[src/rtl/rmii_receive_frame_controller.sv]
// Receive frame controller: delimits packaged RMII bytes into frames by idle gap,
// writes them into a slotted buffer and hands completed frames out as descriptors.
module rmii_receive_frame_controller #(
  parameter int         RECEIVE_QUE_SLOTS      = 4,
  parameter int         SLOT_ADDRESS_WIDTH     = 11,
  parameter int         MINIMUM_FRAME_BYTES    = 64,
  parameter int         MAXIMUM_FRAME_BYTES    = 1522,
  parameter logic [1:0] SPEED_CODE_100_MEGABIT = 2'd1,
  parameter logic [1:0] SPEED_CODE_10_MEGABIT  = 2'd0,
  parameter int         IDLE_CYCLES_100        = 12,
  parameter int         IDLE_CYCLES_10         = 120,
  parameter int         SLOT_INDEX_WIDTH       = (RECEIVE_QUE_SLOTS > 1) ? $clog2(RECEIVE_QUE_SLOTS) : 1
) (
  input  logic                                       i_clock,
  input  logic                                       i_reset,
  input  logic [8:0]                                 i_packaged_data,
  input  logic                                       i_packaged_data_valid,
  input  logic [1:0]                                 i_speed_code,
  output logic                                       o_buffer_write_enable,
  output logic [SLOT_INDEX_WIDTH+SLOT_ADDRESS_WIDTH-1:0] o_buffer_write_address,
  output logic [7:0]                                 o_buffer_write_data,
  output logic                                       o_frame_valid,
  input  logic                                       i_frame_ready,
  output logic [SLOT_INDEX_WIDTH-1:0]                o_frame_slot,
  output logic [SLOT_ADDRESS_WIDTH:0]                o_frame_length,
  input  logic                                       i_frame_release,
  output logic [15:0]                                o_runt_count,
  output logic [15:0]                                o_oversize_count,
  output logic [15:0]                                o_overflow_count,
  output logic [1:0]                                 o_debug_state
);

  localparam int LEN_WIDTH  = SLOT_ADDRESS_WIDTH + 1;
  localparam int CNT_WIDTH  = $clog2(RECEIVE_QUE_SLOTS + 1);
  localparam int IDLE_MAX   = (IDLE_CYCLES_10 > IDLE_CYCLES_100) ? IDLE_CYCLES_10 : IDLE_CYCLES_100;
  localparam int IDLE_WIDTH = $clog2(IDLE_MAX + 1);

  localparam logic [LEN_WIDTH-1:0]        MAX_LEN   = LEN_WIDTH'(MAXIMUM_FRAME_BYTES);
  localparam logic [LEN_WIDTH-1:0]        MIN_LEN   = LEN_WIDTH'(MINIMUM_FRAME_BYTES);
  localparam logic [LEN_WIDTH-1:0]        LEN_ONE   = LEN_WIDTH'(1);
  localparam logic [CNT_WIDTH-1:0]        CNT_ONE   = CNT_WIDTH'(1);
  localparam logic [CNT_WIDTH-1:0]        CNT_FULL  = CNT_WIDTH'(RECEIVE_QUE_SLOTS);
  localparam logic [SLOT_INDEX_WIDTH-1:0] SLOT_ONE  = SLOT_INDEX_WIDTH'(1);
  localparam logic [SLOT_INDEX_WIDTH-1:0] SLOT_LAST = SLOT_INDEX_WIDTH'(RECEIVE_QUE_SLOTS - 1);
  localparam logic [IDLE_WIDTH-1:0]       IDLE_ONE  = IDLE_WIDTH'(1);
  localparam logic [IDLE_WIDTH-1:0]       LIMIT_100 = IDLE_WIDTH'(IDLE_CYCLES_100 - 1);
  localparam logic [IDLE_WIDTH-1:0]       LIMIT_10  = IDLE_WIDTH'(IDLE_CYCLES_10 - 1);

  typedef enum logic [1:0] {
    S_IDLE    = 2'd0,
    S_RECEIVE = 2'd1,
    S_DISCARD = 2'd2
  } state_t;

  state_t                        r_state;
  state_t                        w_state_next;
  logic [SLOT_INDEX_WIDTH-1:0]   r_write_slot;
  logic [SLOT_INDEX_WIDTH-1:0]   r_read_slot;
  logic [CNT_WIDTH-1:0]          r_pending;
  logic [CNT_WIDTH-1:0]          r_occupied;
  logic [LEN_WIDTH-1:0]          r_length;
  logic [LEN_WIDTH-1:0]          r_length_mem [RECEIVE_QUE_SLOTS];
  logic [1:0]                    r_frame_speed;
  logic [IDLE_WIDTH-1:0]         r_idle_counter;
  logic                          r_buffer_write_enable;
  logic [SLOT_INDEX_WIDTH+SLOT_ADDRESS_WIDTH-1:0] r_buffer_write_address;
  logic [7:0]                    r_buffer_write_data;
  logic [15:0]                   r_runt_count;
  logic [15:0]                   r_oversize_count;
  logic [15:0]                   r_overflow_count;

  logic                          w_first;
  logic                          w_full;
  logic [1:0]                    w_gap_speed;
  logic [IDLE_WIDTH-1:0]         w_idle_limit;
  logic                          w_gap;
  logic                          w_do_write;
  logic                          w_restart;
  logic                          w_commit;
  logic                          w_runt_inc;
  logic                          w_oversize_inc;
  logic                          w_overflow_inc;
  logic                          w_handshake;
  logic                          w_release;
  logic [SLOT_ADDRESS_WIDTH-1:0] w_write_offset;

  assign w_first     = i_packaged_data_valid && i_packaged_data[8];
  assign w_full      = (r_occupied == CNT_FULL);
  assign w_handshake = (r_pending != '0) && i_frame_ready;
  // Only slots already handed to the consumer can be released.
  assign w_release   = i_frame_release && (r_occupied > r_pending);

  // A discarded frame has no latched speed, so its gap follows the live code.
  always_comb begin
    w_gap_speed  = (r_state == S_DISCARD) ? i_speed_code : r_frame_speed;
    w_idle_limit = LIMIT_10;
    if (w_gap_speed == SPEED_CODE_100_MEGABIT) begin
      w_idle_limit = LIMIT_100;
    end else if (w_gap_speed == SPEED_CODE_10_MEGABIT) begin
      w_idle_limit = LIMIT_10;
    end
  end

  assign w_gap = !i_packaged_data_valid && (r_idle_counter == w_idle_limit);

  always_comb begin
    w_state_next   = r_state;
    w_do_write     = 1'b0;
    w_restart      = 1'b0;
    w_commit       = 1'b0;
    w_runt_inc     = 1'b0;
    w_oversize_inc = 1'b0;
    w_overflow_inc = 1'b0;
    case (r_state)
      S_IDLE: begin
        if (w_first) begin
          if (!w_full) begin
            w_do_write   = 1'b1;
            w_restart    = 1'b1;
            w_state_next = S_RECEIVE;
          end else begin
            w_overflow_inc = 1'b1;
            w_state_next   = S_DISCARD;
          end
        end
      end
      S_RECEIVE: begin
        if (i_packaged_data_valid) begin
          if (i_packaged_data[8]) begin
            w_runt_inc = 1'b1;
            w_do_write = 1'b1;
            w_restart  = 1'b1;
          end else if (r_length < MAX_LEN) begin
            w_do_write = 1'b1;
          end else begin
            w_oversize_inc = 1'b1;
            w_state_next   = S_DISCARD;
          end
        end else if (w_gap) begin
          if (r_length < MIN_LEN) begin
            w_runt_inc = 1'b1;
          end else begin
            w_commit = 1'b1;
          end
          w_state_next = S_IDLE;
        end
      end
      S_DISCARD: begin
        if (w_gap) begin
          w_state_next = S_IDLE;
        end
      end
      default: w_state_next = S_IDLE;
    endcase
  end

  assign w_write_offset = w_restart ? '0 : r_length[SLOT_ADDRESS_WIDTH-1:0];

  always_ff @(posedge i_clock or posedge i_reset) begin
    if (i_reset) begin
      r_state <= S_IDLE;
    end else begin
      r_state <= w_state_next;
    end
  end

  always_ff @(posedge i_clock or posedge i_reset) begin
    if (i_reset) begin
      r_length               <= '0;
      r_frame_speed          <= '0;
      r_idle_counter         <= '0;
      r_buffer_write_enable  <= 1'b0;
      r_buffer_write_address <= '0;
      r_buffer_write_data    <= '0;
    end else begin
      r_buffer_write_enable <= w_do_write;
      if (w_do_write) begin
        r_buffer_write_address <= {r_write_slot, w_write_offset};
        r_buffer_write_data    <= i_packaged_data[7:0];
      end
      if (w_restart) begin
        r_length      <= LEN_ONE;
        r_frame_speed <= i_speed_code;
      end else if (w_do_write) begin
        r_length <= r_length + LEN_ONE;
      end
      if (i_packaged_data_valid || (r_state == S_IDLE)) begin
        r_idle_counter <= '0;
      end else begin
        r_idle_counter <= r_idle_counter + IDLE_ONE;
      end
    end
  end

  always_ff @(posedge i_clock or posedge i_reset) begin
    if (i_reset) begin
      r_write_slot <= '0;
      r_read_slot  <= '0;
      r_pending    <= '0;
      r_occupied   <= '0;
      for (int i = 0; i < RECEIVE_QUE_SLOTS; i++) begin
        r_length_mem[i] <= '0;
      end
    end else begin
      if (w_commit) begin
        r_length_mem[r_write_slot] <= r_length;
        r_write_slot <= (r_write_slot == SLOT_LAST) ? '0 : r_write_slot + SLOT_ONE;
      end
      if (w_handshake) begin
        r_read_slot <= (r_read_slot == SLOT_LAST) ? '0 : r_read_slot + SLOT_ONE;
      end
      case ({w_commit, w_handshake})
        2'b10:   r_pending <= r_pending + CNT_ONE;
        2'b01:   r_pending <= r_pending - CNT_ONE;
        default: r_pending <= r_pending;
      endcase
      case ({w_commit, w_release})
        2'b10:   r_occupied <= r_occupied + CNT_ONE;
        2'b01:   r_occupied <= r_occupied - CNT_ONE;
        default: r_occupied <= r_occupied;
      endcase
    end
  end

  always_ff @(posedge i_clock or posedge i_reset) begin
    if (i_reset) begin
      r_runt_count     <= '0;
      r_oversize_count <= '0;
      r_overflow_count <= '0;
    end else begin
      if (w_runt_inc && (r_runt_count != 16'hFFFF)) begin
        r_runt_count <= r_runt_count + 16'd1;
      end
      if (w_oversize_inc && (r_oversize_count != 16'hFFFF)) begin
        r_oversize_count <= r_oversize_count + 16'd1;
      end
      if (w_overflow_inc && (r_overflow_count != 16'hFFFF)) begin
        r_overflow_count <= r_overflow_count + 16'd1;
      end
    end
  end

  assign o_buffer_write_enable  = r_buffer_write_enable;
  assign o_buffer_write_address = r_buffer_write_address;
  assign o_buffer_write_data    = r_buffer_write_data;
  assign o_frame_valid          = (r_pending != '0);
  assign o_frame_slot           = r_read_slot;
  assign o_frame_length         = r_length_mem[r_read_slot];
  assign o_runt_count           = r_runt_count;
  assign o_oversize_count       = r_oversize_count;
  assign o_overflow_count       = r_overflow_count;
  assign o_debug_state          = r_state;

endmodule
[config.mk]
export PLATFORM = sky130hd
export DESIGN_NAME = rmii_receive_frame_controller
export DESIGN_NICKNAME = d
export VERILOG_FILES = /design/src/rtl/rmii_receive_frame_controller.sv
export SDC_FILE = /design/constraint.sdc
export NUM_CORES = 1
export LEC_CHECK = 0
export ABC_AREA = 1
export CAP_MARGIN = 20
export CORE_ASPECT_RATIO = 2
export CORE_MARGIN = 2
export CORE_UTILIZATION = 30
export DETAILED_ROUTE_END_ITERATION = 10
export GPL_TIMING_DRIVEN = 0
export REMOVE_ABC_BUFFERS = 1
export SYNTH_ARGS = -nofsm -noshare
export SYNTH_HDL_FRONTEND = slang
export SYNTH_SLANG_ARGS = --single-unit
[constraint.sdc]
create_clock -name i_clock -period 11.62 [get_ports i_clock]
set_clock_uncertainty 0.15 [all_clocks]
set_input_delay 2.905 -clock i_clock [delete_from_list [all_inputs] [get_ports i_clock]]
set_output_delay 2.905 -clock i_clock [all_outputs]
set_load 0.03 [all_outputs]
* Yosys cells after proc, flatten, opt, wreduce, memory -nomap -nowiden *
Cells that the tools add are included.

storage, ports and cells
  output and inout port bits = 87
  bits of input ports = 16
  bits in registers = 151
  logic and storage cells = 117

cells by class
  $add $sub $neg = 11
  reductions and logical operators = 16
  magnitude comparators = 6
  equal/unequal tests = 17
  bitwise gates (word level) = 2
  multiplexer cells = 47

operator list
  operator                                                                         count
  12-bit 2-to-1 mux                                                                5
  16-bit by 1-bit adder with 16-bit output (second input constant)                 3
  48-bit bitwise mux                                                               1
  16-bit inequality test (second input constant)                                   3
  12-bit binary-select mux with 2-bit select                                       1
  12-bit demux with 2-bit select                                                   1
  1-bit 2-to-1 mux                                                                 22
  2-bit 2-to-1 mux                                                                 9
  7-bit 2-to-1 mux                                                                 2
  12-bit by 1-bit adder with 12-bit output (second input constant)                 1
  12-bit by 11-bit less-than comparator with 1-bit output (second input constant)  1
  12-bit by 7-bit less-than comparator with 1-bit output (second input constant)   1
  3-bit case mux with 2 select lines                                               2
  11-bit 2-to-1 mux                                                                1
  2-bit equality test (second input constant)                                      5
  2-bit by 1-bit equality test with 1-bit output (second input constant)           4
  1-bit logical AND                                                                8
  7-bit by 1-bit adder with 7-bit output (second input constant)                   1
  7-bit equality test                                                              1
  3-bit by 1-bit adder with 3-bit output (second input constant)                   2
  3-bit >= comparator (second input constant)                                      2
  3-bit inequality test (second input constant)                                    2
  2-bit NOT with 3-bit output                                                      2
  2-bit case mux with 3 select lines                                               1
  13 further kinds                                                                 18

* Longest topological paths before layout *
  word-level depth = 11
  depth in mapped cells = 14

* Least setup slack after synthesis *
No wires, ideal clock.

  path kind = input-to-reg
  start point = input port i_speed_code[1]
  end point = register r_pending[2]
  path slack = 6.887 ns
  stages on the path = 14
  required time = 11.339 ns
  arrival time = 4.452 ns
  cell sequence = inv_1 -> nand2_1 -> nand2_1 -> nand2_1 -> nand2_1 -> nand2_2 -> nor2_8 -> nand2_1 -> ha_1 -> inv_1 -> fa_1 -> a21oi_1 -> o21ai_0 -> xor2_1

between the ends
  longest elaborated chain between the ends = 10
  elaborated cells between the ends (all ways) = 12
  those cells by class = 4 x eq/ne; 6 x mux; 2 x reduce/logical

RTL lines
  element                                                                                line  RTL
  from (decl)                                                                            18    input logic [1:0] i_speed_code,
  2-bit 2-to-1 mux *                                                                     95    w_gap_speed = (r_state == S_DISCARD) ? i_speed_code : r_frame_speed;
  2-bit by 1-bit equality test with 1-bit output *                                       97    if (w_gap_speed == SPEED_CODE_100_MEGABIT) begin
  7-bit 2-to-1 mux *                                                                     97
  7-bit equality test *                                                                  104   assign w_gap = !i_packaged_data_valid && (r_idle_counter == w_idle_limit);
  1-bit logical AND *                                                                    104
  1-bit 2-to-1 mux *                                                                     139   end else if (w_gap) begin
  1-bit 2-to-1 mux *                                                                     128   if (i_packaged_data_valid) begin
  1-bit 2-to-1 mux *                                                                     114   case (r_state)
  2-bit by 1-bit equality test with 1-bit output or 2-bit equality test (tied branches)  212   case ({w_commit, w_handshake})
  3-bit case mux with 2 select lines or 2-bit nonzero test (tied branches)               n/a
  to (signal assigned)                                                                   213   2'b10: r_pending <= r_pending + CNT_ONE;
  to (signal assigned)                                                                   214   2'b01: r_pending <= r_pending - CNT_ONE;
  to (signal assigned)                                                                   215   default: r_pending <= r_pending;
  to (decl)                                                                              59    logic [CNT_WIDTH-1:0] r_pending;

Every way passes the cells marked *; elsewhere a longest branch is shown, timed or not.
A chain may end at the register's enable or synchronous reset.

* Worst setup path after layout *
  start point = register r_read_slot[0], in the netlist o_frame_slot[0]
  end point = output port o_frame_length[3]

between the ends
  longest elaborated chain between the ends = 4

RTL lines
  element                                                line  RTL
  from (decl)                                            58    logic [SLOT_INDEX_WIDTH-1:0] r_read_slot;
  from (signal assigned)                                 210   r_read_slot <= (r_read_slot == SLOT_LAST) ? '0 : r_read_slot + SLOT_ONE;
  2-bit NOT with 3-bit output (implied by the code)      248   assign o_frame_length = r_length_mem[r_read_slot];
  12-bit binary-select mux with 2-bit select             248
  12-bit 2-to-1 mux (implied by the code) (2 in series)  248
  to (decl)                                              25    output logic [SLOT_ADDRESS_WIDTH:0] o_frame_length,

No other way between the ends. The select of a mux whose other input is x is not followed.

==> impl_metrics.ini <==
[clock_tree]
cts-root-buf = clkbuf_16
clockBufferDepth = 2
cts_tree = yes
cts_setup_buffers = 0
clock_sinks = 151
cts_buffers = 17
clk_latency_ns = 0.43
ctsHoldBuffers = 0
clk_pin_slew_ns = 0.06
htreeDepth = 4
post_cts_resized = 0

[logic_synthesis]
ys_seq_elements = 151
yosysSeqAreaShare_pct = 48.2
ys_types = 37
netlist_instances = 952
yosysWarnings = 0
netlist_area_um2 = 7840
post_synth.cell_area_avg_um2 = 8.23

[final_layout]
area_delta_synth_final_pct = 24.1
final_cell_mix = nand2_1, dfrtp_1, clkdlybuf4s50_1
final_common_cell = nand2_1
final.fill_count = 2660
fin_util_pct = 37.9
drive_above_1_share_pct = 5.79
diodes = 0
design_area_um2 = 9730
fin_nets = 1073

[placed_design]
place_congestion = 0.852
dpl.hpwl_mm = 15.0
port_buffers = 102
dpl-instance-area_um2 = 9130

[sta]
maxClockFrequency_ghz = 0.162
slew_headroom_pct = 38.0
period_minus_slack_ns = 6.18
fin_tns_setup_ns = 0
setup_viol = 0
maxSlewViolCount = 0
finalHoldViolCount = 0
rsz0062_at_grt = no
finalCritPeriodShare_pct = 53.2
tightest_slew_ns = 0.930

[route]
antenna_left = 0
drt_iter0_drc = 319
num_vias = 6651
remaining_drc_errors = 0
drtPass1Iterations = 5
via_per_inst = 4.77
routedWlPerCell_um = 14.8
wl_mm = 20.6

[floorplan]
start_util_pct = 30.5
rows = 83
die_h_um = 233
die_area_um2 = 27500
core_area_um2 = 25700
chipWidth_um = 118
top_level_ports = 103

[worst_setup_path]
arrival_ns = 3.13
critPathMaxStageDelay_ns = 0.95
crit_chain = inv_1 > o21ai_0 > o22ai_1 > clkdlybuf4s50_1
cp_max_fo = 28
critPathLaunchType = flop
critical_path_required_ns = 8.57
rr_worst_depth = 7
cpMaxStageDelayCell = dfrtp_1
cp-end-kind = output pin
crit_type = reg -> out

[worst_hold_path]
hold_depth = 1
hp-class = reg -> reg

[pwr]
vdd_drop_max_uv = 98.6
power_leakage_nw = 4.30
powerDensity_nw_per_um2 = 225

[global_routing]
grt_antenna_before_repair = 0
grt_pass1_vias = 6649
overflow = 0
grt_usage_pct = 15.4
grt_start_max_net_pins = 81
grt_pass1_wl_mm = 33.6

[flow_run]
maxCapViolations = 0

[outcome]
status = finished, final reports clean
cell families (layout without fill, tap and decap cells):
family / Yosys count / after routing / share of synthesized area [%]
AND/OR/NAND/NOR: 493 / 493 / 28.3
flip-flops: 151 / 151 / 48.2
AO/OA/AOI/OAI: 135 / 135 / 9.15
buffers and inverters: 105 / 206 / 5.72
XOR/XNOR: 51 / 51 / 5.70
adder cells (fa/ha/maj): 17 / 17 / 2.91
power breakdown:
group          switching, mW  internal (mW)
clock network          0.224          0.334
logic                  0.568          0.315
registers              0.125          0.624
total                  0.916           1.27
state kept, by name, summed over array words and instances (netlist names):
signal,cells
o_runt_count,16
r_idle_counter,7
o_buffer_write_enable,1
o_frame_slot,2
r_frame_speed,2
o_debug_state,2
o_oversize_count,16
r_length_mem,48
r_pending,3
o_buffer_write_address,13
r_write_slot,2
o_buffer_write_data,8
o_overflow_count,16
r_occupied,3
r_length,12
metal layers:
layer,vias to the layer above,global-route usage [%],part of all wire [%]
met4,0,7.00,2.7
met2,103,30.5,58
met3,36,3.11,3.2
met5,-,0,0
met1,3198,15.0,36
li1,3314,-,-
area by class of cell:
cell class | instances | area [µm²] | area share, %
Sequential cell | 151 | 3780 | 38.9
Timing Repair Buffer | 103 | 1050 | 10.8
Clock buffer | 22 | 474 | 4.88
Multi-Input combinational cell | 696 | 3610 | 37.1
Inverter | 71 | 272 | 2.79
Clock inverter | 10 | 119 | 1.22
Tap cell | 340 | 425 | 4.37
metrics by stage:
step	instances	total power, mW	setup slack, ns	hold slack, ns
after floorplan	918	1.29	4.50	0.283
after global placement	1360	1.64	2.15	0.303
after detailed placement	1361	1.66	5.74	0.302
after CTS	1393	2.22	5.35	0.315
after global routing	1393	2.33	5.12	0.341
final	1393	2.19	5.44	0.312
path summary, 6_finish.rpt:
check,startpoint,to,slack [ns]
worst max-delay path,o_frame_slot[0],o_frame_length[3],5.44
worst min-delay path,r_idle_counter[0],r_idle_counter[0],0.31
worst max register to register,o_debug_state[1],o_oversize_count[0],8.74
worst min register to register,r_idle_counter[0],r_idle_counter[0],0.31
max in group asynchronous,i_reset,r_length_mem[20],7.63
min in group asynchronous,i_reset,o_runt_count[4],2.82
worst max-delay path, delay by kind of cell (launching register included):
family | cells | cell delay (ns)
compound gates | 2 | 0.48
buf+inv | 2 | 1.25
flops | 1 | 0.95
cells in the mapped netlist (all sizes together):
| cell | count | area (µm²) |
|---|---|---|
| nor3 | 26 | 135 |
| clkbuf | 13 | 48.8 |
| nand3b | 1 | 7.51 |
| o21a | 1 | 7.51 |
| and3 | 2 | 12.5 |
| nand3 | 94 | 541 |
| a21oi | 14 | 70.1 |
| clkinv | 1 | 3.75 |
| xnor2 | 14 | 123 |
| nor3b | 2 | 15.0 |
| inv | 70 | 263 |
| nand4 | 24 | 150 |
| buf | 21 | 133 |
| o22ai | 12 | 75.1 |
| dfrtp | 151 | 3780 |
| or2 | 1 | 6.26 |
| nor2 | 86 | 342 |
| a31oi | 1 | 6.26 |
| fa | 2 | 40.0 |
| ha | 15 | 188 |
| o21ai | 107 | 558 |
| and2 | 1 | 6.26 |
| xor2 | 37 | 324 |
| nand2 | 256 | 1000 |
No activity file was read; power rests on OpenSTA's default activity.
